==> src/rtl/kanagawa_fifo_read_prefetch.sv <==
// Prefetching read front-end: turns an empty/rdreq FIFO port with fixed-latency RAM into a valid/ready stream.
// Latency: empty_in low at t -> rdreq_out at t -> out_valid at t+READ_LATENCY+1 when the buffer is empty.
// Backpressure: reads are issued only while in-flight plus buffered words fit in OUT_DEPTH, so nothing is dropped.
module kanagawa_fifo_read_prefetch #(
    parameter int WIDTH        = 32,
    parameter int READ_LATENCY = 2,
    parameter int OUT_DEPTH    = 4,
    localparam int CW          = $clog2(OUT_DEPTH + 1)
) (
    input  logic             clk,
    input  logic             rst,
    output logic             rdreq_out,
    input  logic             empty_in,
    input  logic [WIDTH-1:0] rddata_in,
    output logic             out_valid,
    input  logic             out_ready,
    output logic [WIDTH-1:0] out_data,
    output logic [CW-1:0]    occupancy
);

    localparam int PW = (OUT_DEPTH > 1) ? $clog2(OUT_DEPTH) : 1;

    if (OUT_DEPTH < 1 || READ_LATENCY < 1 || READ_LATENCY > 8) begin : g_param_check
        $error("kanagawa_fifo_read_prefetch: OUT_DEPTH must be >= 1 and READ_LATENCY in 1..8");
    end

    logic [READ_LATENCY-1:0] inflight_sr;
    logic [3:0]              inflight_cnt;
    logic                    credit_ok;
    logic                    arrive;
    logic                    pop;
    logic [PW-1:0]           wr_ptr;
    logic [PW-1:0]           rd_ptr;
    logic [WIDTH-1:0]        buf_mem [OUT_DEPTH];

    function automatic logic [PW-1:0] ptr_inc(input logic [PW-1:0] p);
        return (p == PW'(OUT_DEPTH - 1)) ? '0 : p + PW'(1);
    endfunction

    always_comb begin
        inflight_cnt = '0;
        for (int i = 0; i < READ_LATENCY; i++) begin
            inflight_cnt = inflight_cnt + {3'b000, inflight_sr[i]};
        end
    end

    // Credit uses registered state only; a pop this cycle frees space next cycle.
    assign credit_ok = (32'(inflight_cnt) + 32'(occupancy)) < 32'(OUT_DEPTH);
    assign rdreq_out = !empty_in && credit_ok && rst;
    assign arrive    = inflight_sr[READ_LATENCY-1];
    assign out_valid = (occupancy != '0);
    assign pop       = out_valid && out_ready;
    assign out_data  = buf_mem[rd_ptr];

    always_ff @(posedge clk or negedge rst) begin
        if (!rst) begin
            inflight_sr <= '0;
            wr_ptr      <= '0;
            rd_ptr      <= '0;
            occupancy   <= '0;
        end else begin
            inflight_sr <= (inflight_sr << 1) | READ_LATENCY'(rdreq_out);
            if (arrive) begin
                wr_ptr <= ptr_inc(wr_ptr);
            end
            if (pop) begin
                rd_ptr <= ptr_inc(rd_ptr);
            end
            case ({arrive, pop})
                2'b10:   occupancy <= occupancy + CW'(1);
                2'b01:   occupancy <= occupancy - CW'(1);
                default: occupancy <= occupancy;
            endcase
        end
    end

    // Buffer storage is deliberately left out of reset.
    always_ff @(posedge clk) begin
        if (arrive) begin
            buf_mem[wr_ptr] <= rddata_in;
        end
    end

    a_no_overflow: assert property (@(posedge clk) disable iff (!rst)
        !(arrive && (occupancy == CW'(OUT_DEPTH))))
        else $error("kanagawa_fifo_read_prefetch: word arrived while output buffer full");

endmodule

==> config.mk <==
export PLATFORM = sky130hd
export DESIGN_NAME = kanagawa_fifo_read_prefetch
export DESIGN_NICKNAME = d
export VERILOG_FILES = /design/src/rtl/kanagawa_fifo_read_prefetch.sv
export SDC_FILE = /design/constraint.sdc
export NUM_CORES = 1
export LEC_CHECK = 0
export BUFFER_PORTS_ARGS = -buffer_cell sky130_fd_sc_hd__buf_4
export CORE_MARGIN = 5
export CORE_UTILIZATION = 25
export CTS_BUF_LIST = sky130_fd_sc_hd__clkbuf_4
export CTS_CLUSTER_DIAMETER = 150
export DETAILED_ROUTE_END_ITERATION = 10
export SETUP_SLACK_MARGIN = 0.15
export SLEW_MARGIN = 30
export SYNTH_ARGS = -nofsm -noshare
export SYNTH_HDL_FRONTEND = slang
export SYNTH_SLANG_ARGS = --single-unit
==> constraint.sdc <==
create_clock -name clk -period 1.8 [get_ports clk]
set_input_delay 0.27 -clock clk [delete_from_list [all_inputs] [get_ports clk]]
set_output_delay 0.27 -clock clk [all_outputs]
set_load 0.05 [all_outputs]
# Word-level counts from Yosys, hierarchy flattened

Memories as Yosys holds them, arrays and structs flattened.
Index checks and enable logic that the tools add are counted.

Add/sub/neg operators: 6
Order comparisons: 1
Equal/unequal tests: 4
Mux-type cells: 5
Bitwise operators: 1
Reduce and logical (&&, ||, !) cells: 6

Operators by type and width:

| cell                  | number |
|---|---|
| $eq A2 B2 Y1 const B  | 3 |
| $pmux W3 S2           | 1 |
| $add A2 B1 Y2 const B | 2 |
| $add A2 B3 Y4         | 1 |
| $lt A4 B3 Y1 const B  | 1 |
| $mux W2               | 2 |
| $add A3 B1 Y3 const B | 1 |
| $logic_and A1 B1 Y1   | 3 |
| $reduce_bool A3 Y1    | 1 |
| $sub A3 B1 Y3 const B | 1 |
| $add A1 B1 Y2         | 1 |
| $eq A2 B1 Y1 const B  | 1 |
| $mux W1               | 2 |
| $or A2 B1 Y2          | 1 |
| $reduce_bool A2 Y1    | 1 |
| $logic_not A1 Y1      | 1 |

Register bits: 9
RAM bits: 128
Input port bits: 36
Output and inout port bits: 37
Word-level logic and storage cells: 28
Memories kept: 1

Memory list:

| name    | words | bits a word | rd ports | clocked after memory_dff | wr ports | line | RTL |
|---|---|---|---|---|---|---|---|
| buf_mem | 4     | 32          | 1        | 0                        | 1        | 34   | `logic [WIDTH-1:0] buf_mem [OUT_DEPTH];` |

# Depth between registers and ports, before layout

Word-level depth: 6
Mapped depth: 9
Depth with buffers taken out: 9

# Worst setup path before layout

OpenSTA, ideal clock, no wires.

Path type: register to register
Start: reg occupancy[0]
End: reg inflight_sr[0]
Setup time: 298 ps
Arrival time: 2845 ps
Required time: 1502 ps
Path slack: -1344 ps
Stages on the path, launching flop included: 5
Path buffers: 0
Clock period less this slack: 3144 ps
Path through: dfrtp_1 -> ha_1 -> a21oi_1 -> nor2_1 -> nor4b_1

Word-level cells in the longest chain between the ends: 5

Ends and longest elaborated chain:

| item                             | line | RTL |
|---|---|---|
| start: declaration               | 18   | `output logic [CW-1:0] occupancy` |
| start signal: assignment         | 70   | `2'b10: occupancy <= occupancy + CW'(1);` |
| start signal: assignment         | 71   | `2'b01: occupancy <= occupancy - CW'(1);` |
| start signal: assignment         | 72   | `default: occupancy <= occupancy;` |
| $add A2 B3 Y4                    | 48   | `assign credit_ok = (32'(inflight_cnt) + 32'(occupancy)) < 32'(OUT_DEPTH);` |
| $lt A4 B3 Y1                     | 48   |  |
| $logic_and A1 B1 Y1 (2 in a row) | 49   | `assign rdreq_out = !empty_in && credit_ok && rst;` |
| named net rdreq_out              | 12   | `output logic rdreq_out,` |
| $or A2 B1 Y2                     | 62   | `inflight_sr <= (inflight_sr << 1) \| READ_LATENCY'(rdreq_out);` |
| end signal: assignment           | 62   |  |
| end: declaration                 | 27   | `logic [READ_LATENCY-1:0] inflight_sr;` |

The timed path passes the listed nets, and every way through them passes these cells.
A chain may end at the register's enable or synchronous reset.

# Worst setup path after layout

Start: reg rd_ptr[0]
End: out out_data[12]

Word-level cells in the longest chain between the ends: 1

Ends and longest elaborated chain:

| item                     | line | RTL |
|---|---|---|
| start: declaration       | 33   | `logic [PW-1:0] rd_ptr;` |
| start signal: assignment | 67   | `rd_ptr <= ptr_inc(rd_ptr);` |
| $mem_v2 Z4 W32           | -    |  |
| end: declaration         | 17   | `output logic [WIDTH-1:0] out_data,` |

Every way passes these cells.

==> metrics.md <==
| Metric | Value |
|---|---|
| CORE AREA | `0.0203 mm²` |
| Worst path bufs/invs | `3` |
| Post-Syn Instances | `213` |
| Initial Util | `25.5%` |
| Post-DP HPWL | `6.65 mm` |
| H-tree depth | `4` |
| Total power | `11.3 mW` |
| DR DRC count | `0` |
| Cell variety after synth | `23` |
| CTS Buf Count | `17` |
| Setup crit start kind | `flip-flop` |
| Final Setup Violations | `36` |
| Cell with the most instances after synthesis | `edfxtp_1` |
| Final critical-path required period | `2.23 ns` |
| Syn Nets | `257` |
| First-pass GRT wire length | `16.6 mm` |
| Fmax | `448 MHz` |
| Crit path kind | `reg2out` |
| Hold/Removal Path Class | `in2reg` |
| Status | `finished, violations left` |
| CP max FO | `5` |
| Hold slack final | `-0.0858 ns` |
| Initial antenna violation count | `0` |
| Die Y | `154 µm` |
| Routability cong. | `0.701` |
| Max incr delay on CP | `0.50 ns` |
| Syn Area/Cell | `24.3 µm²` |
| Data arrival, critical path | `1.96 ns` |
| Share of post-route cells with drive strength above 1 | `48.6%` |
| LEAKAGE | `2.49 nW` |
| Critical Path Sink Type | `output pin` |
| I/O pin count | `73` |
| Placed Instances | `564` |
| # port buffers | `72` |
| Clock skew | `0.0149 ns` |
| WL per Instance | `16.6 µm` |
| Yosys warns | `0` |
| Final period utilization | `124%` |
| First DRT Iteration DRCs | `148` |
| Worst-Skew Late Latency | `0.52 ns` |
| Total wire length | `10.5 mm` |
| Slew HR | `70.3%` |
| Total Routing Usage GR | `9.35%` |
| Top delay family on crit path | `multiplexers` |
| # diodes | `0` |
| Clk sinks | `137` |
| Ranking of synthesized cells by area | `edfxtp_1, mux4_2, dfrtp_1` |
| Sequential share of the synthesized area | `78.7%` |
| CP Data Required Time | `1.53 ns` |
| Final #Nets | `398` |
| Hold Buf Count CTS | `33` |
| TritonRoute pass-1 iters | `4` |
| Post-synth ARST share | `6.57%` |
| Most used DFF post-synth | `edfxtp_1` |
| Largest net degree at the start of global routing | `21` |
| Die area | `0.0237 mm²` |
| Pwr dens | `1590 mW/mm²` |
| CTS Buffer Depth | `2` |
| Failing checks | `negative hold slack, negative setup slack` |
| Row Count | `52` |
| Final count of pins violating max slew | `0` |
| Cell Chain, Critical Path | `buf_12 -> clkbuf_16 -> mux4_2 -> buf_6` |
| Max_cap viols | `0` |
| Final Non-Filler Cells | `636` |
| PnR worst setup slack | `-0.435 ns` |
| Die width | `154 µm` |
| Commonest cells post-synth | `edfxtp_1, mux4_2, dfrtp_1` |
| Final ANT Viol Nets | `0` |
| Syn-to-layout area delta | `37.6%` |
| Routed via count | `2578` |
| Final hold vios | `1` |
| VDD IR max | `949 µV` |
| Place WS | `-0.00403 ns` |
| Number of synthesized flops with an enable pin | `128` |
| Clock transition at path regs | `0.12 ns` |
| Post-layout util | `35.1%` |
| Pin slew with the least headroom to its limit | `0.444 ns` |
| Cell with the largest stage delay on the worst path | `mux4_2` |
| Yosys top cell by area | `edfxtp_1` |
| Cell Area, Synth | `0.00517 mm²` |
| Grt ovf | `0` |
| Synthesized flop and latch total | `137` |
| Vias in the first global route | `2949` |
| CTS tree | `done` |
| Post-synth top area share | `74.3%` |
| Root Buffer | `clkbuf_4` |
| DR vias/cell | `4.05` |
| RSZ-0062 raised after global routing | `yes` |
layout by cell type, fill, tap and decap left out, types with 2 or more instances in the layout:
cell type / count
and2_2: 4
buf_12: 5
buf_16: 2
buf_4: 49
buf_6: 36
buf_8: 4
bufinv_16: 3
clkbuf_4: 18
clkinv_1: 3
clkinv_2: 2
clkinvlp_4: 2
dfrtp_1: 4
dfrtp_2: 5
dlygate4sd3_1: 33
edfxtp_1: 128
ha_1: 5
ha_4: 2
inv_1: 5
inv_2: 2
inv_6: 2
mux4_2: 32
nor2_1: 2
o21ai_0: 2
xor2_1: 2
routing by layer:
layer | GRT usage (%) | share of wire (%) | vias to the layer above
li1 | - | - | 1167
met1 | 11.0 | 42 | 1344
met2 | 15.7 | 53 | 59
met3 | 3.26 | 4.5 | 8
met4 | 3.78 | 1.2 | 0
met5 | 0 | 0 | -
layout make-up:
class | count | area (µm²)
sequential | 137 | 4080
clock inverter | 13 | 153
tap | 270 | 338
timing repair buffer | 130 | 1340
inverter | 7 | 26.3
clock buffer | 18 | 135
fill | 1930 | 13200
multi-input combinational | 61 | 1040
worst reg2reg max path, delay by kind of cell, from the launching register on:
| kind | cells | cell delay, ns |
|---|---|---|
| xor gates and xnor gates | 2 | 0.28 |
| adders and majority gates | 2 | 0.33 |
| buffers and inverters | 3 | 0.22 |
| DFF | 1 | 0.45 |
| and+or+nand+nor | 3 | 0.51 |
flip-flops by register name, indices dropped and copies added, names as in the netlist:
signal	flops
wr_ptr	2
inflight_sr	2
occupancy	3
buf_mem	128
rd_ptr	2
cells by family (layout without fill, tap and decap cells):
logic type | Yosys count | after routing | synth area share [%]
DFF | 137 | 137 | 78.7
xor gates and xnor gates | 3 | 3 | 0.508
buffers and inverters | 15 | 168 | 2.25
AOI/OAI and AO/OA | 3 | 3 | 0.290
adders and majority gates | 8 | 8 | 2.08
and+or+nand+nor | 12 | 12 | 1.35
muxes | 35 | 35 | 14.9
through the flow:
stage               hold slack [ns]  cell area (µm²)  setup TNS, ns
global route                 -0.170             7120         -18.21
floorplan                   -0.0256             5220         -0.670
finish                      -0.0858             7120         -13.13
CTS                          -0.176             7020         -16.65
global placement              0.104             6170              0
detailed placement            0.106             6170       -0.00403
report_power, final:
part           leakage, nW  total, mW  internal [mW]  switching [mW]
Clock                0.151       2.03          0.963            1.07
Sequential            1.26       3.97           3.79           0.179
Combinational         1.07       5.32           2.38            2.95
Total                 2.49       11.3           7.13            4.20
worst paths after layout:
| kind | to | depth (start not counted) | slack [ns] | start |
|---|---|---|---|---|
| worst min register to register | inflight_sr[1]$_DFF_PN0_ | 0 | 0.44 | inflight_sr[0]$_DFF_PN0_ |
| worst max register to register | occupancy[2]$_DFFE_PN0P_ | 10 | -0.09 | occupancy[0]$_DFFE_PN0P_ |
| min in group asynchronous | inflight_sr[0]$_DFF_PN0_ | 2 | 0.20 | rst |
| worst max-delay path | out_data[12] | 4 | -0.43 | rd_ptr[0]$_DFFE_PN0P_ |
| max in group asynchronous | rd_ptr[1]$_DFFE_PN0P_ | 2 | 1.27 | rst |
| worst min-delay path | inflight_sr[0]$_DFF_PN0_ | 2 | -0.09 | empty_in |
what timing repair did:
item / 4_1_cts / 5_1_grt
hold endpoints to repair: 138 / 1
setup buffers: 2 / 3
pin swaps: 1 / 9
cloned: 2 / 1
endpoints found under the setup margin: 37 / 36
resized for setup: 47 / 11
No activity file was read; power rests on OpenSTA's default activity.
